$ cat src/rtl/bit_mask_builder.sv
// Collects bit indices from a stream of beats into a mask, one frame at a time.
// The finished mask, its popcount and a duplicate/out-of-range flag are held until the consumer takes them.
module bit_mask_builder #(
    parameter int unsigned DAT_W = 8,
    localparam int unsigned IDX_W = $clog2(DAT_W)
) (
    input  logic             clk,
    input  logic             rst,
    input  logic             vld_in,
    output logic             rdy_in,
    input  logic [IDX_W-1:0] idx_in,
    input  logic             last_in,
    output logic             vld_out,
    input  logic             rdy_out,
    output logic [DAT_W-1:0] dat_out,
    output logic [IDX_W:0]   cnt_out,
    output logic             err_out
);

    localparam int unsigned CNT_W = IDX_W + 1;

    typedef enum logic {
        ACCUM = 1'b0,
        HOLD  = 1'b1
    } state_t;

    state_t state;
    state_t state_nxt;

    logic [DAT_W-1:0] acc_mask;
    logic [CNT_W-1:0] acc_cnt;
    logic             acc_err;

    logic [DAT_W-1:0] base_mask;
    logic [CNT_W-1:0] base_cnt;
    logic             base_err;
    logic [DAT_W-1:0] mask_nxt;
    logic [CNT_W-1:0] cnt_nxt;
    logic             err_nxt;

    logic             in_xfer;
    logic             out_xfer;
    logic             in_range;
    logic [DAT_W-1:0] onehot;

    assign in_xfer  = vld_in & rdy_in;
    assign out_xfer = vld_out & rdy_out;
    assign in_range = {1'b0, idx_in} < CNT_W'(DAT_W);
    assign onehot   = in_range ? (DAT_W'(1) << idx_in) : '0;

    // State register
    always_ff @(posedge clk) begin
        if (rst) begin
            state <= ACCUM;
        end else begin
            state <= state_nxt;
        end
    end

    // Next state: a last beat closes the frame, also when it arrives alongside a handoff
    always_comb begin
        state_nxt = state;
        case (state)
            ACCUM: begin
                if (in_xfer && last_in) begin
                    state_nxt = HOLD;
                end
            end
            HOLD: begin
                if (out_xfer) begin
                    state_nxt = (in_xfer && last_in) ? HOLD : ACCUM;
                end
            end
            default: state_nxt = ACCUM;
        endcase
    end

    // Ready never depends on vld_in
    always_comb begin
        rdy_in = 1'b1;
        if (state == HOLD) begin
            rdy_in = rdy_out;
        end
    end

    // Accumulator update; a handoff in HOLD restarts the frame from empty before applying the beat
    always_comb begin
        base_mask = acc_mask;
        base_cnt  = acc_cnt;
        base_err  = acc_err;
        if (state == HOLD && out_xfer) begin
            base_mask = '0;
            base_cnt  = '0;
            base_err  = 1'b0;
        end
        mask_nxt = base_mask;
        cnt_nxt  = base_cnt;
        err_nxt  = base_err;
        if (in_xfer) begin
            if (in_range && ((base_mask & onehot) == '0)) begin
                mask_nxt = base_mask | onehot;
                cnt_nxt  = base_cnt + CNT_W'(1);
            end else begin
                err_nxt = 1'b1;
            end
        end
    end

    always_ff @(posedge clk) begin
        if (rst) begin
            acc_mask <= '0;
            acc_cnt  <= '0;
            acc_err  <= 1'b0;
            vld_out  <= 1'b0;
            dat_out  <= '0;
            cnt_out  <= '0;
            err_out  <= 1'b0;
        end else begin
            acc_mask <= mask_nxt;
            acc_cnt  <= cnt_nxt;
            acc_err  <= err_nxt;
            vld_out  <= (state_nxt == HOLD);
            // Partial frames stay hidden; only a completed frame reaches the outputs
            if (state_nxt == HOLD) begin
                dat_out <= mask_nxt;
                cnt_out <= cnt_nxt;
                err_out <= err_nxt;
            end else begin
                dat_out <= '0;
                cnt_out <= '0;
                err_out <= 1'b0;
            end
        end
    end

endmodule

$ cat config.mk
export PLATFORM = sky130hd
export DESIGN_NAME = bit_mask_builder
export DESIGN_NICKNAME = d
export VERILOG_FILES = /design/src/rtl/bit_mask_builder.sv
export SDC_FILE = /design/constraint.sdc
export NUM_CORES = 1
export LEC_CHECK = 0
export BUFFER_PORTS_ARGS = -buffer_cell sky130_fd_sc_hd__buf_4
export CAP_MARGIN = 20
export CORE_MARGIN = 3
export CORE_UTILIZATION = 54
export DETAILED_ROUTE_END_ITERATION = 8
export HOLD_SLACK_MARGIN = 0.1
export PLACE_DENSITY_LB_ADDON = 0.25
export SLEW_MARGIN = 0
export SYNTH_ARGS = -nofsm -noshare
export SYNTH_HDL_FRONTEND = slang
export SYNTH_SLANG_ARGS = --single-unit
$ cat constraint.sdc
create_clock -name clk -period 1.9 [get_ports clk]
set_input_delay 0.38 -clock clk [delete_from_list [all_inputs] [get_ports clk]]
set_output_delay 0.38 -clock clk [all_outputs]
set_load 0.01 [all_outputs]
Yosys cells after proc, flatten, opt, wreduce, memory -nomap -nowiden --
Cells that the tools add are included.
Word-level totals: bits in registers 27, bits in latches 0, memory bits (writable) 0, ROM bits 0, input port bits 8, output and inout bits 15, memories kept 0
Cells by class: $add $sub $neg 1, multipliers 0, divide/modulo/power cells 0, magnitude comparators 0, equal/unequal tests 0, shift-type cells 1, mux-type cells 13, bitwise gates (word level) 6, reduce and logical (&&, ||, !) cells 4
Operators by type and width (count):
- 2-to-1 mux 8 bit | 3
- 2-to-1 mux 4 bit | 3
- bitwise AND 8 bit | 1
- logical NOT 8 bit | 1
- OR 8 bit | 1
- left shift 1 x 3 -> 8 bit (first input constant) | 1
- 2-to-1 mux 1 bit | 6
- adder 4 x 1 -> 4 bit (second input constant) | 1
- bitwise AND 1 bit | 2
- logical AND 1 bit | 2
- inverter 1 bit | 2
- one-hot mux 1 bit (2 select lines) | 1
- OR reduction 2 bit | 1

Longest topological paths before layout --
Gate-level depths: netlist (run 1).
depth after elaboration 8, gate-level depth with buffers 7, depth with buffers taken out 7

Worst setup path after synthesis (run 1) --
Ideal clock, no wire load.
path type input -> register, start point input rdy_out, end point register cnt_out[2], library setup time 96 ps, arrival time 1476 ps, required time 1804 ps, setup slack 328 ps, stages 5, path through a21boi_0 > ha_1 > nand3_1 > a31o_2 > nor4b_1
On the way: cells in the longest elaborated chain, start to end 8
RTL lines:
- from (decl) | RTL line 14 | input logic rdy_out,
- branches (longest 8 deep; another with adder 4 x 1 -> 4 bit)
- to (signal assigned) | RTL line 126 | cnt_out <= cnt_nxt;
- to (decl) | RTL line 16 | output logic [IDX_W:0] cnt_out,
Several ways; the timed one is not identified. A chain may end at the register's enable or synchronous reset.

Final worst setup path (run 1) --
start point register vld_out, end point register acc_cnt[1]
On the way: cells in the longest elaborated chain, start to end 7
RTL lines:
- from (decl) | RTL line 13 | output logic vld_out,
- from (signal assigned) | RTL line 122 | vld_out <= (state_nxt == HOLD);
- branches (longest 6 deep; another with adder 4 x 1 -> 4 bit)
- 2-to-1 mux 4 bit (*) | RTL line 99 | if (in_xfer) begin
- to (signal assigned) | RTL line 120 | acc_cnt <= cnt_nxt;
- to (decl) | RTL line 31 | logic [CNT_W-1:0] acc_cnt;
Every way passes the cells marked *.

==> results of run 1 <==
sequential cells by signal, summed over array words and instances (netlist names):
register  count
acc_mask      8
acc_cnt       4
cnt_out       4
acc_err       1
dat_out       8
vld_out       1
err_out       1
power groups by stage:
stage | clock [W] | sequential (W) | combinational, W
2_1_floorplan | 0 | 0.000607 | 0.000134
3_3_place_gp | 0 | 0.000607 | 0.000183
3_5_place_dp | 0 | 0.000608 | 0.000188
4_1_cts | 0.000261 | 0.000595 | 0.000190
5_1_grt | 0.000283 | 0.000598 | 0.000209
6_report | 0.000263 | 0.000596 | 0.000192
cell usage in the layout, fill, tap and decap left out, types with 5 or more instances in the layout:
master    synthesis  layout
a21oi_1          19      19
nor2_1            5       5
and3_1            5       5
nand3_1           7       7
buf_4             0      27
a22oi_1           8       8
inv_1             5       5
o211ai_1          7       7
dfxtp_1          27      27
cells by family (layout without fill, tap and decap cells):
group,Yosys count,after routing,synth area share
compound gates,52,52,0.279
fa+ha+maj,1,1,0.00928
buf+inv,14,36,0.0594
flops,27,27,0.401
mux,6,6,0.0594
simple gates,45,45,0.192
synthesized netlist by cell type, drive strengths merged, types with 4 or more instances:
| library cell | number | area share |
|---|---|---|
| a21oi | 20 | 0.077 |
| a22oi | 8 | 0.045 |
| and3 | 5 | 0.023 |
| buf | 7 | 0.040 |
| dfxtp | 27 | 0.40 |
| inv | 5 | 0.014 |
| mux2 | 4 | 0.045 |
| nand3 | 7 | 0.026 |
| nand4 | 4 | 0.019 |
| nor2 | 5 | 0.014 |
| nor3 | 4 | 0.015 |
| o211ai | 8 | 0.048 |
| o21ai | 4 | 0.015 |
critical path, stage by stage (launching register included):
cell and delay [ps]:
dfxtp_1 510, and2_1 250, nor2_1 80, ha_1 340, nand3_1 90, o21ai_0 70, a21oi_1 200, a31oi_1 110
final cells by class:
class	count	area share
clock buffer	3	0.0145
timing repair buffer	27	0.130
sequential	27	0.348
tap	28	0.0225
inverter	5	0.0121
multi-input combinational	104	0.468
clock inverter	1	0.00483
worst min path at each step:
stage	start	endpoint	slack, ps	cells past startpoint
after floorplan	acc_err	acc_err	450	2
after global placement	acc_err	acc_err	460	2
after detailed placement	acc_err	err_out	470	2
after CTS	rst	acc_mask[7]	320	2
after global routing	rst	acc_mask[7]	320	2
final	rst	acc_mask[1]	320	2
through the flow:
step	util	power, W	setup slack (ps)
final	0.676	0.00105	148
after global routing	0.676	0.00109	20.0
after CTS	0.676	0.00105	175
after detailed placement	0.663	0.000796	164
after global placement	0.663	0.000790	226
after floorplan	-	0.000741	328
per-layer routing:
| metal | part of all wire | wire, um | up-vias | global-route usage |
|---|---|---|---|---|
| li1 | - | - | 595 | - |
| met1 | 0.45 | 1420 | 573 | 0.284 |
| met2 | 0.46 | 1480 | 54 | 0.353 |
| met3 | 0.078 | 248 | 5 | 0.0325 |
| met4 | 0.014 | 45 | 0 | 0.0678 |
| met5 | 0 | 0 | - | 0 |
==> results.json, run 1 <==
{
  "outcome": "finished, final reports clean",
  "arrival_ps": 1990,
  "r2r_slack_ps": 150,
  "max_slew_margin": 0.629,
  "multi_input_area_sq_um": 727,
  "start_kind": "register",
  "drc_errors": 0,
  "numCtsBuffers": 3,
  "post-cts-setup-buffers": 0,
  "cts_tree": "yes",
  "final_cells": 195,
  "avgSynthCellArea_sq_um": 9.29,
  "pwr-share-comb": 0.183,
  "crit_start": "vld_out",
  "switchingPower_w": 0.000307,
  "fmax_mhz": 571,
  "max-vdd-ir-drop_v": 0.000529,
  "yosys_warnings": 0,
  "finalCritPeriodShare": 0.922,
  "cts_resized": 0,
  "grt_pass1_wl_um": 5420,
  "required_ps": 2140,
  "worstSetupEndpointType": "register",
  "syn2layout_area_growth_pct": 15.3,
  "wl_per_cell_um": 16.4,
  "postSynthCellCount": 145,
  "regToRegEndpoint": "acc_cnt[1]",
  "drive_gt1_frac": 0.263,
  "ant_nets": 0,
  "synth_nets": 154,
  "place_congestion": 0.853,
  "ctsHoldBuffers": 0,
  "htree_levels": 1,
  "hold_path_class": "primary input to register",
  "die_h_um": 56.0,
  "layout.nets": 177,
  "fillers": 176,
  "dr.pass1.iters": 4,
  "seqPwrFrac": 0.567,
  "rows": 17,
  "fin_worst_skew_ps": 1.51,
  "synth_cell_types": 37,
  "power_leakage_nw": 0.605,
  "cts.clk_slew.worst_paths_ps": 150,
  "setup_viol": 0,
  "synth_edf_count": 0,
  "start_util": 0.587,
  "ys_dominant_reg_cell": "dfxtp_1",
  "grt_overflow": 0,
  "coreArea_sq_um": 2300,
  "clock_latency_ps": 340,
  "r2r_cells": 7,
  "via_per_inst": 6.29,
  "cts.sinks": 27,
  "ys_seq_area_frac": 0.401,
  "grt_pass1_vias": 1160,
  "die_area_sq_um": 3130,
  "drtIter0Drc": 54,
  "dpl.cell_count": 191,
  "clockPowerShare": 0.250,
  "io_buffers": 22,
  "antenna_found_initial": 0,
  "antennaDiodeCount": 0,
  "final.setup.tns_ps": 0,
  "final_area_sq_um": 1550,
  "drt-total-wl_um": 3190,
  "syn_area_sq_um": 1350,
  "place_area_sq_um": 1520,
  "register_area_sq_um": 541,
  "critPathCapture": "acc_cnt[1]",
  "swShare": 0.292,
  "fin_crit_ps": 1750,
  "power_density_nw_per_um2": 676,
  "rsz0062_at_grt": "no",
  "maxSlewViolCount": 0,
  "hpwlAfterDp_um": 2340,
  "vias": 1227,
  "ios": 23,
  "hold-worst-slack_ps": 320,
  "grt_max_degree": 17,
  "intPower_w": 0.000744,
  "rr_startpoint": "vld_out",
  "grtUsageTotal": 0.213,
  "criticalPathCategory": "register to register",
  "cts_buffer_depth": 2,
  "die_x_um": 56.0,
  "ys_seq_elements": 27,
  "cts-root-buf": "clkbuf_4",
  "hold_viol_final": 0,
  "async_flop_share": 0,
  "tightestPinTransition_ps": 553,
  "cp_max_fo": 9,
  "drv_cap": 0
}
Power figures use the tool's default switching activity.
==> run 2: changes to the inputs <==
--- a/config.mk
+++ b/config.mk
@@ -11,7 +11,7 @@
 export CORE_UTILIZATION = 54
 export DETAILED_ROUTE_END_ITERATION = 8
 export HOLD_SLACK_MARGIN = 0.1
-export PLACE_DENSITY_LB_ADDON = 0.25
+export PLACE_DENSITY = 0.8
 export SLEW_MARGIN = 0
 export SYNTH_ARGS = -nofsm -noshare
 export SYNTH_HDL_FRONTEND = slang
==> run 2 against run 1 <==
Against the previous run: first-iteration DRC count down 24%; critical endpoint is now cnt_out[2]; die area unchanged; sequential power about the same; critical path depth down 1; final area about the same; worst hold slack better by 16 ps; count of clock-buffer cells in the layout unchanged; sequential cell count unchanged; utilization up 0.054 points; routed wire length down 3.0%; critical path type unchanged.
==> results.json, run 2 (same netlist as run 1, synthesis figures left out) <==
{
  "outcome": "finished, final reports clean",
  "die_area_sq_um": 3130,
  "hold_viol_final": 0,
  "reg_top3": "acc_mask: 8 flops, dat_out: 8 flops",
  "place_congestion": 0.880,
  "finalCritPeriodShare": 0.872,
  "cts_tree": "yes",
  "cts.clk_slew.worst_paths_ps": 160,
  "maxSlewViolCount": 0,
  "cts_buffer_depth": 2,
  "syn2layout_area_growth_pct": 15.4,
  "setup_viol": 0,
  "required_ps": 2140,
  "max-vdd-ir-drop_v": 0.000447,
  "path_buf_inv": 0,
  "slowest_delay_ps": 400,
  "place_area_sq_um": 1520,
  "cp_cell_sequence": "and2_1 > nor2_1 > ha_1 > nand3_1 > a31o_2 > nor4b_1",
  "crit_family": "simple AND/OR/NAND/NOR gates",
  "wl_per_cell_um": 15.9,
  "r2r_cells": 6,
  "critPathCapture": "cnt_out[2]",
  "tightestPinTransition_ps": 513,
  "hpwlAfterDp_um": 2270,
  "die_h_um": 56.0,
  "cts-root-buf": "clkbuf_4",
  "fmax_mhz": 604,
  "ant_nets": 0,
  "antennaDiodeCount": 0,
  "power_density_nw_per_um2": 670,
  "post-cts-setup-buffers": 0,
  "drtIter0Drc": 41,
  "drc_errors": 0,
  "arrival_ps": 1900,
  "rows": 17,
  "fin_util": 0.677,
  "rr_startpoint": "vld_out",
  "antenna_found_initial": 0,
  "io_buffers": 22,
  "vias": 1212,
  "final.setup.tns_ps": 0,
  "crit_start": "vld_out",
  "drv_cap": 0,
  "cp_max_fo": 11,
  "die_x_um": 56.0,
  "layout.nets": 177,
  "power_leakage_nw": 0.605,
  "dr.pass1.iters": 5,
  "cpMaxStageDelayCell": "dfxtp_2",
  "numCtsBuffers": 3,
  "worstSetupEndpointType": "register",
  "grt_overflow": 0,
  "fin_worst_skew_ps": 8.29,
  "hold_path_class": "primary input to register",
  "grt_pass1_wl_um": 5190,
  "cts.sinks": 27,
  "via_per_inst": 6.22,
  "regToRegEndpoint": "cnt_out[2]",
  "coreArea_sq_um": 2300,
  "max_slew_margin": 0.655,
  "layout.cells.most_common": "buf_4",
  "rsz0062_at_grt": "no",
  "cp_num_cells": 6,
  "clock_latency_ps": 330,
  "criticalPathCategory": "register to register",
  "drive_gt1_frac": 0.269,
  "r2r_slack_ps": 240,
  "grtUsageTotal": 0.203,
  "htree_levels": 1,
  "fillers": 189,
  "drt-total-wl_um": 3100,
  "fin_crit_ps": 1660,
  "layout_common_cells": "buf_4, dfxtp_1, a21oi_1",
  "grt_max_degree": 17,
  "final_area_sq_um": 1560,
  "grt_pass1_vias": 1157,
  "ios": 23,
  "start_kind": "register",
  "start_util": 0.587
}
[run 2: cell counts in the layout (fill, tap and decap cells not counted)]
No cell type changed its count.
[run 2: worst register-to-register path, stage by stage (launching register included)]
cell     delay (ps)
dfxtp_2         400
and2_1          190
nor2_1          160
ha_1            240
nand3_1         100
a31o_2          250
nor4b_1         240
[run 2: where the power goes]
group	leakage, nW	internal [W]	switching, W
Sequential	0.219	0.000585	0.0000117
Clock	0.0139	0.0000804	0.000176
Combinational	0.372	0.0000781	0.000110
Total	0.605	0.000743	0.000298
[run 2: how the worst min path moves through the flow]
| stage | start | end | slack (ps) | cells past startpoint |
|---|---|---|---|---|
| final | rst | acc_cnt[1] | 340 | 2 |
| after global routing | rst | acc_mask[1] | 320 | 2 |
| after CTS | rst | acc_mask[4] | 330 | 2 |
| after detailed placement | acc_err | err_out | 470 | 2 |
| after global placement | acc_err | acc_err | 460 | 2 |
| after floorplan | acc_err | acc_err | 450 | 2 |
[run 2: what timing repair did]
action / in CTS / in global routing
endpoints found under the hold margin: 0 / 0
endpoints found under the setup margin: 0 / 3
gates resized for setup: 0 / 1
hold buffers: 0 / 0
[run 2: layer usage]
metal | wire [um] | vias to the layer above | track usage | part of all wire
met4 | 18 | 0 | 0.0475 | 0.0058
met1 | 1380 | 575 | 0.277 | 0.45
met3 | 167 | 2 | 0.0302 | 0.054
met2 | 1530 | 43 | 0.338 | 0.49
li1 | - | 592 | - | -
met5 | 0 | - | 0 | 0
[run 2: through the flow]
stage	total power (W)	setup WS [ps]	hold slack, ps	std cells
after floorplan	0.000741	328	447	145
after global placement	0.000789	215	463	191
after detailed placement	0.000794	139	475	191
after CTS	0.00104	149	327	195
after global routing	0.00109	58.2	324	195
final	0.00104	244	336	195
[run 2: final cells by class]
type	instances	area [sq um]	share of cell area
inverter	5	18.8	0.0121
timing repair buffer	27	203	0.130
clock inverter	1	7.51	0.00483
multi-input combinational	104	727	0.467
sequential	27	542	0.348
tap	28	35.0	0.0225
clock buffer	3	22.5	0.0145
==> run 3: changes to the inputs <==
--- a/config.mk
+++ b/config.mk
@@ -7,6 +7,7 @@
 export LEC_CHECK = 0
 export BUFFER_PORTS_ARGS = -buffer_cell sky130_fd_sc_hd__buf_4
 export CAP_MARGIN = 20
+export CORE_ASPECT_RATIO = 1.2
 export CORE_MARGIN = 3
 export CORE_UTILIZATION = 54
 export DETAILED_ROUTE_END_ITERATION = 8
==> constraint.sdc (replaced) <==
create_clock -name clk -period 1.56 [get_ports clk]
set_input_delay 0.312 -clock clk [delete_from_list [all_inputs] [get_ports clk]]
set_output_delay 0.312 -clock clk [all_outputs]
set_load 0.01 [all_outputs]
==> run 3 against run 2 <==
Against the previous run: final area grew 11%; power grew 27%; combinational power grew 61%; clock skew grew 0.58 ps; routed wire length grew 10%; count of clock-buffer cells in the layout grew 1; utilization grew 6.3 points; sequential cell count is the same; register-to-register slack lost 150 ps; largest power group unchanged; clock power grew 15%; critical endpoint is now acc_cnt[2]; via count grew 8.2%.
==> results.json, run 3 (same netlist as run 1, synthesis figures left out) <==
{
  "syn2layout_area_growth_pct": 27.9,
  "die_area_sq_um": 3130,
  "grt_max_degree": 16,
  "tightestPinTransition_ps": 378,
  "cts.clk_slew.worst_paths_ps": 140,
  "dr.pass1.iters": 5,
  "antennaDiodeCount": 0,
  "drtIter0Drc": 46,
  "rsz0062_at_grt": "no",
  "maxSlewViolCount": 0,
  "fin_worst_skew_ps": 8.88,
  "outcome": "finished, final reports clean",
  "numCtsBuffers": 3,
  "hold_path_class": "primary input to register",
  "arrival_ps": 1710,
  "hold_viol_final": 0,
  "start_kind": "register",
  "ios": 23,
  "coreArea_sq_um": 2330,
  "hpwlAfterDp_um": 2500,
  "grt_busiest_layer": "met2",
  "cts-root-buf": "clkbuf_4",
  "fmax_mhz": 684,
  "layout.nets": 195,
  "final_cells": 216,
  "fillers": 190,
  "final_area_sq_um": 1720,
  "layout_common_cells": "buf_4, dfxtp_1, a21oi_1",
  "rows": 19,
  "htree_levels": 1,
  "cts_tree": "yes",
  "cp_max_fo": 6,
  "criticalPathCategory": "register to register",
  "ant_nets": 0,
  "io_buffers": 22,
  "place_area_sq_um": 1660,
  "max-vdd-ir-drop_v": 0.000695,
  "multi_input_area_sq_um": 758,
  "setup_viol": 0,
  "layout.cells.most_common": "buf_4",
  "ctsHoldBuffers": 0,
  "die_h_um": 60.7,
  "hold-worst-slack_ps": 270,
  "cts_buffer_depth": 2,
  "required_ps": 1810,
  "worstSetupEndpointType": "register",
  "slowest_delay_ps": 390,
  "reg_top3": "acc_mask: 8 flops, dat_out: 8 flops",
  "setup_ws_ps": 98.2,
  "pre_cts_slack_ps": -125,
  "wl_per_cell_um": 15.8,
  "vias": 1311,
  "grtUsageTotal": 0.233,
  "power_density_nw_per_um2": 767,
  "grt_overflow": 0,
  "antenna_found_initial": 0,
  "start_util": 0.578,
  "clock_latency_ps": 330,
  "die_x_um": 51.6,
  "cpMaxStageDelayCell": "dfxtp_4",
  "grtUsageMet3": 0.0369,
  "power_leakage_nw": 0.702,
  "finalCritPeriodShare": 0.937,
  "via_per_inst": 6.07,
  "grt_use_met1": 0.284,
  "dpl.cell_count": 211,
  "place_congestion": 0.891,
  "drt-total-wl_um": 3420,
  "cts.sinks": 27,
  "max_slew_margin": 0.746,
  "grt_pass1_wl_um": 5490,
  "drv_cap": 0,
  "use_met2": 0.404,
  "fin_crit_ps": 1460,
  "drive_gt1_frac": 0.373,
  "drc_errors": 0,
  "cp_cell_sequence": "and2_4 > nor2_4 > ha_2 > nand3_1 > a31o_2 > nor4b_1",
  "grt_pass1_vias": 1221,
  "register_area_sq_um": 544
}
-- run 3: per-layer routing --
metal  vias to the layer above  wire (um)  share of wire
met3                         7        172          0.050
met5                         -          0              0
met4                         0         63          0.018
met1                       631       1430           0.42
met2                        43       1750           0.51
li1                        630          -              -
-- run 3: worst max-delay path: cells and delay by family, from the launching register on --
kind / cells / cell delay (ps)
flip-flops: 1 / 390
AO/OA/AOI/OAI: 1 / 240
adder cells (fa/ha/maj): 1 / 200
AND/OR/NAND/NOR: 4 / 550
-- run 3: path summary, 6_finish.rpt --
path	to	from	slack (ps)	cells after the start
worst max-delay path	acc_cnt[2]	vld_out	100	6
worst min-delay path	acc_mask[7]	rst	270	2
worst max register to register	acc_cnt[2]	vld_out	100	6
worst min register to register	acc_err	acc_err	500	2
-- run 3: metrics by stage --
stage	util	setup TNS, ps	total power (W)
global route	0.740	0	0.00139
floorplan	-	0	0.000902
CTS	0.724	0	0.00131
finish	0.740	0	0.00132
detailed placement	0.711	-384	0.00102
global placement	0.711	-69.4	0.00101
-- run 3: final cells by class --
class,instances,area share
timing repair buffer,45,0.196
clock buffer,4,0.0152
inverter,5,0.0109
sequential,27,0.316
multi-input combinational,104,0.440
tap,31,0.0225
-- run 3: repair_timing --
item / 4_1_cts / 5_1_grt
setup endpoints to repair: 4 / 8
setup buffers: 0 / 1
pin swaps: 1 / 3
gates resized for setup: 4 / 8
-- run 3: power by group --
group / internal, W / leakage (nW) / switching (W)
combinational: 0.000145 / 0.468 / 0.000158
sequential: 0.000711 / 0.219 / 0.0000126
clock: 0.000100 / 0.0150 / 0.000196
